<file path="src/rtl/ifetch_unit.sv">
// Instruction fetch front end: issues in-order memory reads from a fetch PC and
// buffers returned {instr, pc} pairs for decode, with redirect flush support.
//
// state | meaning
// FETCH | issuing requests, responses written into the instruction buffer
// FLUSH | waiting out responses to requests made before a redirect, data dropped
module ifetch_unit #(
  parameter logic [31:0] RESET_PC  = 32'h0000_0000,
  parameter int unsigned BUF_DEPTH = 2
) (
  input  logic        clk,
  input  logic        reset,
  input  logic        StallF,
  input  logic        RedirectE,
  input  logic [31:0] RedirectPC,
  output logic        IMemReq,
  output logic [31:0] IMemAddr,
  input  logic        IMemGnt,
  input  logic        IMemRValid,
  input  logic [31:0] IMemRData,
  output logic        InstrValidF,
  output logic [31:0] InstrF,
  output logic [31:0] PCPlus8
);

  localparam int PW = (BUF_DEPTH > 2) ? 2 : 1;

  typedef enum logic {FETCH = 1'b0, FLUSH = 1'b1} state_t;

  state_t        r_state;
  logic [31:0]   r_fpc;
  logic [2:0]    r_osd;
  logic [2:0]    r_drp;
  logic [2:0]    r_cnt;
  logic [PW-1:0] r_wr_ptr;
  logic [PW-1:0] r_rd_ptr;
  logic [31:0]   r_buf_instr [BUF_DEPTH];
  logic [31:0]   r_buf_pc    [BUF_DEPTH];

  logic        w_hs;
  logic        w_push;
  logic        w_pop;
  logic [2:0]  w_inflight;
  logic [2:0]  w_drp_next;
  logic [31:0] w_resp_pc;

  function automatic logic [PW-1:0] ptr_inc(input logic [PW-1:0] p);
    return (p == PW'(BUF_DEPTH - 1)) ? '0 : p + 1'b1;
  endfunction

  assign IMemAddr = r_fpc;
  assign IMemReq  = reset && (r_state == FETCH) && !RedirectE &&
                    ((r_osd + r_cnt) < 3'(BUF_DEPTH));
  assign w_hs     = IMemReq && IMemGnt;
  assign w_push   = (r_state == FETCH) && IMemRValid && (r_osd != 3'd0) && !RedirectE;
  assign w_pop    = (r_cnt != 3'd0) && !StallF && !RedirectE;

  // Requests since the last redirect are consecutive, so the oldest one in
  // flight sits osd words behind the fetch PC.
  assign w_resp_pc  = r_fpc - {27'b0, r_osd, 2'b00};

  // A response arriving with the redirect retires one of the requests in flight.
  assign w_inflight = r_osd + r_drp;
  assign w_drp_next = w_inflight - {2'b0, IMemRValid && (w_inflight != 3'd0)};

  assign InstrValidF = (r_cnt != 3'd0);
  assign InstrF      = InstrValidF ? r_buf_instr[r_rd_ptr] : '0;
  assign PCPlus8     = InstrValidF ? r_buf_pc[r_rd_ptr] + 32'd8 : '0;

  always_ff @(posedge clk) begin
    if (w_push) begin
      r_buf_instr[r_wr_ptr] <= IMemRData;
      r_buf_pc[r_wr_ptr]    <= w_resp_pc;
    end
  end

  always_ff @(posedge clk or negedge reset) begin
    if (!reset) begin
      r_state  <= FETCH;
      r_fpc    <= RESET_PC;
      r_osd    <= '0;
      r_drp    <= '0;
      r_cnt    <= '0;
      r_wr_ptr <= '0;
      r_rd_ptr <= '0;
    end else if (RedirectE) begin
      r_fpc    <= {RedirectPC[31:2], 2'b00};
      r_osd    <= '0;
      r_drp    <= w_drp_next;
      r_cnt    <= '0;
      r_wr_ptr <= '0;
      r_rd_ptr <= '0;
      r_state  <= (w_drp_next != 3'd0) ? FLUSH : FETCH;
    end else begin
      if (w_hs) r_fpc <= r_fpc + 32'd4;
      r_osd <= r_osd + {2'b0, w_hs} - {2'b0, w_push};
      r_cnt <= r_cnt + {2'b0, w_push} - {2'b0, w_pop};
      if (w_push) r_wr_ptr <= ptr_inc(r_wr_ptr);
      if (w_pop)  r_rd_ptr <= ptr_inc(r_rd_ptr);
      if ((r_state == FLUSH) && IMemRValid) begin
        r_drp <= r_drp - 3'd1;
        if (r_drp == 3'd1) r_state <= FETCH;
      end
    end
  end

endmodule
</file>
<file path="config.mk">
export PLATFORM = sky130hd
export DESIGN_NAME = ifetch_unit
export DESIGN_NICKNAME = d
export VERILOG_FILES = /design/src/rtl/ifetch_unit.sv
export SDC_FILE = /design/constraint.sdc
export NUM_CORES = 1
export LEC_CHECK = 0
export ABC_CLOCK_PERIOD_IN_PS = 5200
export BUFFER_PORTS_ARGS = -buffer_cell sky130_fd_sc_hd__buf_2
export CAP_MARGIN = 20
export CELL_PAD_IN_SITES_DETAIL_PLACEMENT = 0
export CELL_PAD_IN_SITES_GLOBAL_PLACEMENT = 1
export CORE_MARGIN = 4
export CORE_UTILIZATION = 44
export CTS_BUF_LIST = sky130_fd_sc_hd__clkbuf_4 sky130_fd_sc_hd__clkbuf_8 sky130_fd_sc_hd__clkbuf_16
export CTS_CLUSTER_SIZE = 25
export DETAILED_ROUTE_END_ITERATION = 8
export HOLD_SLACK_MARGIN = 0.06
export PLACE_DENSITY_LB_ADDON = 0.1
export SETUP_SLACK_MARGIN = 0.15
export SLEW_MARGIN = 40
export SYNTH_ARGS = -nofsm -noshare
export SYNTH_HDL_FRONTEND = slang
export SYNTH_SLANG_ARGS = --single-unit
</file>
<file path="constraint.sdc">
create_clock -name clk -period 5.2 [get_ports clk]
set_input_delay 0.26 -clock clk [delete_from_list [all_inputs] [get_ports clk]]
set_output_delay 0.26 -clock clk [all_outputs]
set_load 0.02 [all_outputs]
</file>
==> impl_summary.md <==
Layout
Of the cells placed in the final design, the portion with a size suffix greater than 1 is 22.8%. The area growth from synthesis to layout is 25.5%. The count of nets after finishing is 1068.

The number of antenna diodes in the final layout is 0. For this run, the share of the core covered by cells in the final layout is 56.1%.

Setup path
The capture instance of the worst register-to-register path is r_osd[2]. On the worst path, the slowest cell contributes a delay of 0.69 ns. The number of cells on the worst reg-to-reg path is 13. The kind of critical path is reg -> out. Among cell families on the critical path, the largest total delay comes from simple AND/OR/NAND/NOR gates. The worst setup path is captured at an output pin.

The number of buffers and inverters on the critical path is 2. The reg-to-reg setup timing slack is 1.86 ns. The worst endpoint required time is 4.94 ns. The worst path arrival time is 3.45 ns. The largest fanout on the critical path is 38. The signal on the critical path passes through buf_12, nand4b_1, a221o_1, or4_1, or3_1, a21oi_1, buf_2. On the critical path, the stage with the largest delay is an instance of sky130_fd_sc_hd__dfrtp_4.

The worst reg2reg path startpoint is r_osd[1]. STA classifies the critical path startpoint as a flip-flop.

Clocking
The count of buffers added by post-CTS timing repair for setup is 0. The post-cts gate resize count is 0. The insertion delay to the later sink of the worst-skew pair is 0.42 ns.

Counting every sink on the clock net gives 166. The clock transition at the registers of the reported paths is 0.07 ns. The maximum count of clock buffers along a single path is 2. Buffers inserted during clock tree synthesis total 17. TritonCTS built the clock tree. The clock tree synthesis step divided the H-tree into 4 levels.

The cell sitting at the root of the clock tree is a sky130_fd_sc_hd__clkbuf_16.

Placed design
The placer's final routability congestion estimate is 0.877. The count of port buffers added during placement is 161. The wire-length estimate of the detail-placed layout is 14.6 mm.

Routing
The number of DRC violations after detailed-routing iteration 0 is 310. Before antenna repair, the detailed router went through 5 iterations. The via density per instance is 5.23. In the final routed layout, each cell accounts on average for 16.3 um.

The count of antenna-violating nets left after detailed routing is 0. The final layout contains routed wiring with a total length of 20.5 mm. The total via count after detailed routing is 6570. For this run, design rule violations remaining after detail routing come to 0.

Global routing
The via count of the first global-routing pass came to 6545. Global routing finished with a remaining overflow of 0. The all-layer global routing usage is 18.6%. Entering global routing, the biggest net connects 70 pins. The number of antenna violations at the first check in global routing came to 0. The global-route wire length before repair is 33.0 mm.

Pwr
The leakage power figure is 4.22 nW. The power per cell area is 377 nW/um2. The highest ir drop seen on vdd is 220 uV.

STA
Setup repair after global routing left no endpoint under its margin. For the pin with the worst max-slew slack, the measured transition is 0.749 ns. After routing, the total negative slack on setup checks comes to 0 ns. Dividing the final minimum period by the clock period gives 71.4%. Headroom to the max-slew limit came out at 50.0%. The time the worst path needs with I/O delays and setup is 3.71 ns. The number of failing hold endpoints at the final stage is 0.

For this run, the top clock speed supported by timing is 269 MHz. The number of max-slew violations in the final report is 0. The final count of negative-setup-slack endpoints is 0. The clock arrives with 0.00994 ns of skew.

Logic synthesis
The most used flip-flop cell after synthesis is sky130_fd_sc_hd__edfxtp_1. The synthesized design contains 166 register bits. The share of flip-flops with an asynchronous set or reset after synthesis is 25.3%. After synthesis, the netlist uses 57 different library cells. The number of enable-type register cells in the synthesized netlist is 124.

After technology mapping, the gate count stands at 777. Yosys printed 0 warnings. The synthesized area is 8710 um2. The average instance in the mapped netlist occupies 11.2 um2.

The sequential element share of the synthesized area is 54.8%.

Flow run
The max capacitance violation total is 0.

Die
The floorplan has 51 rows. From left edge to right edge, the die measures 149 um. The number of primary I/O pins is 168. The area enclosed by the die boundary is 22100 um2. The effective utilization at floorplan is 44.7%. The total area inside the core boundary comes to 19500 um2. The die is 149 um tall.

Hold path
The startpoint identified for the worst hold timing path is RedirectPC[29]. The path with the worst hold slack has its endpoint at IMemAddr[29]. The worst hold path depth is 3.

The min-delay analysis places its worst path in the category in -> reg.

Outcome
The flow ran to the end, and the final reports show no timing, DRC or antenna violations.
==> metal layers <==
metal	track usage (%)	routed length (um)
met5	0	0
met3	3.90	1140
met2	29.7	9400
met1	26.6	9780
met4	3.93	172
==> power by group <==
part           total, mW  leakage (nW)  internal [mW]  switching (mW)
Combinational       1.20          2.29          0.467           0.730
Sequential          1.61          1.63           1.49           0.125
Clock               1.30         0.301          0.768           0.534
==> flip-flops by register name, summed over array words and instances (netlist names) <==
register / cells
IMemAddr: 30
r_buf_instr: 64
r_buf_pc: 60
r_cnt: 3
r_drp: 3
r_osd: 3
r_rd_ptr: 1
r_state: 1
r_wr_ptr: 1
==> kinds of logic (layout without fill, tap and decap cells) <==
logic type,after synthesis,count (layout),synth area share [%]
AOI/OAI and AO/OA,92,92,6.87
xor gates and xnor gates,65,65,6.71
adders and majority gates,19,19,3.16
buffers and inverters,72,284,3.51
DFF,166,166,54.8
muxes,65,65,7.60
other,1,4,0.0431
and+or+nand+nor,297,297,17.3
==> area by class of cell <==
cell class / count / area (um2)
Timing Repair Buffer: 223 / 1420
Tap cell: 265 / 332
Fill cell: 1653 / 8540
Sequential cell: 166 / 4780
Clock inverter: 15 / 196
Multi-Input combinational cell: 542 / 3670
Clock buffer: 17 / 425
Inverter: 29 / 109
==> stage by stage <==
stage	cell area [um2]	total power [mW]	hold slack, ns	instances	setup WS (ns)
5_1_grt	10900	4.33	0.0695	1257	1.33
3_3_place_gp	9740	2.78	0.450	1172	1.82
2_1_floorplan	8720	2.45	-0.0356	780	1.19
6_report	10900	4.11	0.0847	1257	1.49
4_1_cts	10900	4.15	0.0669	1256	1.28
3_5_place_dp	9770	2.81	0.451	1173	1.74
==> synth_stat cells (5+ instances only) <==
master | number | area share, %
sky130_fd_sc_hd__a21oi_1 | 17 | 0.98
sky130_fd_sc_hd__a31oi_1 | 5 | 0.36
sky130_fd_sc_hd__and3_1 | 9 | 0.65
sky130_fd_sc_hd__buf_1 | 6 | 0.26
sky130_fd_sc_hd__clkbuf_1 | 27 | 1.2
sky130_fd_sc_hd__dfrtp_1 | 42 | 12
sky130_fd_sc_hd__edfxtp_1 | 124 | 43
sky130_fd_sc_hd__fa_1 | 5 | 1.1
sky130_fd_sc_hd__ha_1 | 14 | 2.0
sky130_fd_sc_hd__inv_1 | 29 | 1.3
sky130_fd_sc_hd__mux2_2 | 9 | 1.2
sky130_fd_sc_hd__mux2i_1 | 56 | 6.4
sky130_fd_sc_hd__nand2_1 | 56 | 2.4
sky130_fd_sc_hd__nand2b_1 | 5 | 0.36
sky130_fd_sc_hd__nand3_1 | 33 | 1.9
sky130_fd_sc_hd__nand3b_1 | 6 | 0.52
sky130_fd_sc_hd__nand4_1 | 26 | 1.9
sky130_fd_sc_hd__nand4b_1 | 5 | 0.50
sky130_fd_sc_hd__nor2_1 | 84 | 3.6
sky130_fd_sc_hd__nor2b_1 | 6 | 0.43
sky130_fd_sc_hd__nor3_1 | 24 | 1.4
sky130_fd_sc_hd__nor4_1 | 14 | 1.0
sky130_fd_sc_hd__o211ai_1 | 6 | 0.52
sky130_fd_sc_hd__o21ai_0 | 28 | 1.6
sky130_fd_sc_hd__o311ai_0 | 5 | 0.50
sky130_fd_sc_hd__or3_1 | 8 | 0.57
sky130_fd_sc_hd__or4_1 | 7 | 0.60
sky130_fd_sc_hd__xnor2_1 | 37 | 3.7
sky130_fd_sc_hd__xor2_1 | 27 | 2.7
==> what timing repair did <==
item | in CTS | in global routing
hold buffers | 51 | 0
hold endpoints to repair | 124 | 0
setup endpoints to repair | 0 | 0
==> worst register-to-register path, delay by kind of cell, from the launching register on <==
family	cells	cell delay, ns
adders and majority gates	4	1.36
buffers and inverters	5	0.63
and+or+nand+nor	3	0.55
DFF	1	0.48
xor gates and xnor gates	1	0.17
==> cell usage in the layout (no fill, tap or decap), drive strengths merged, types with 17 or more instances in the layout <==
cell type / n
o21ai: 30
nor2: 84
edfxtp: 124
nand2: 56
nand4: 26
mux2i: 56
buf: 172
inv: 33
dlygate4sd3: 51
dfrtp: 42
xor2: 27
nor3: 24
clkbuf: 17
a21oi: 17
xnor2: 37
nand3: 35
==> how the worst max path moves through the flow <==
stage / start / to / cells after the start
3_5_place_dp: r_rd_ptr / PCPlus8[30] / 6
4_1_cts: r_rd_ptr / PCPlus8[30] / 6
6_report: r_rd_ptr / PCPlus8[30] / 7
5_1_grt: r_rd_ptr / PCPlus8[30] / 7
3_3_place_gp: r_rd_ptr / PCPlus8[30] / 6
2_1_floorplan: r_osd[1] / r_buf_instr[0][0] / 4
Power figures use the tool's default switching activity.
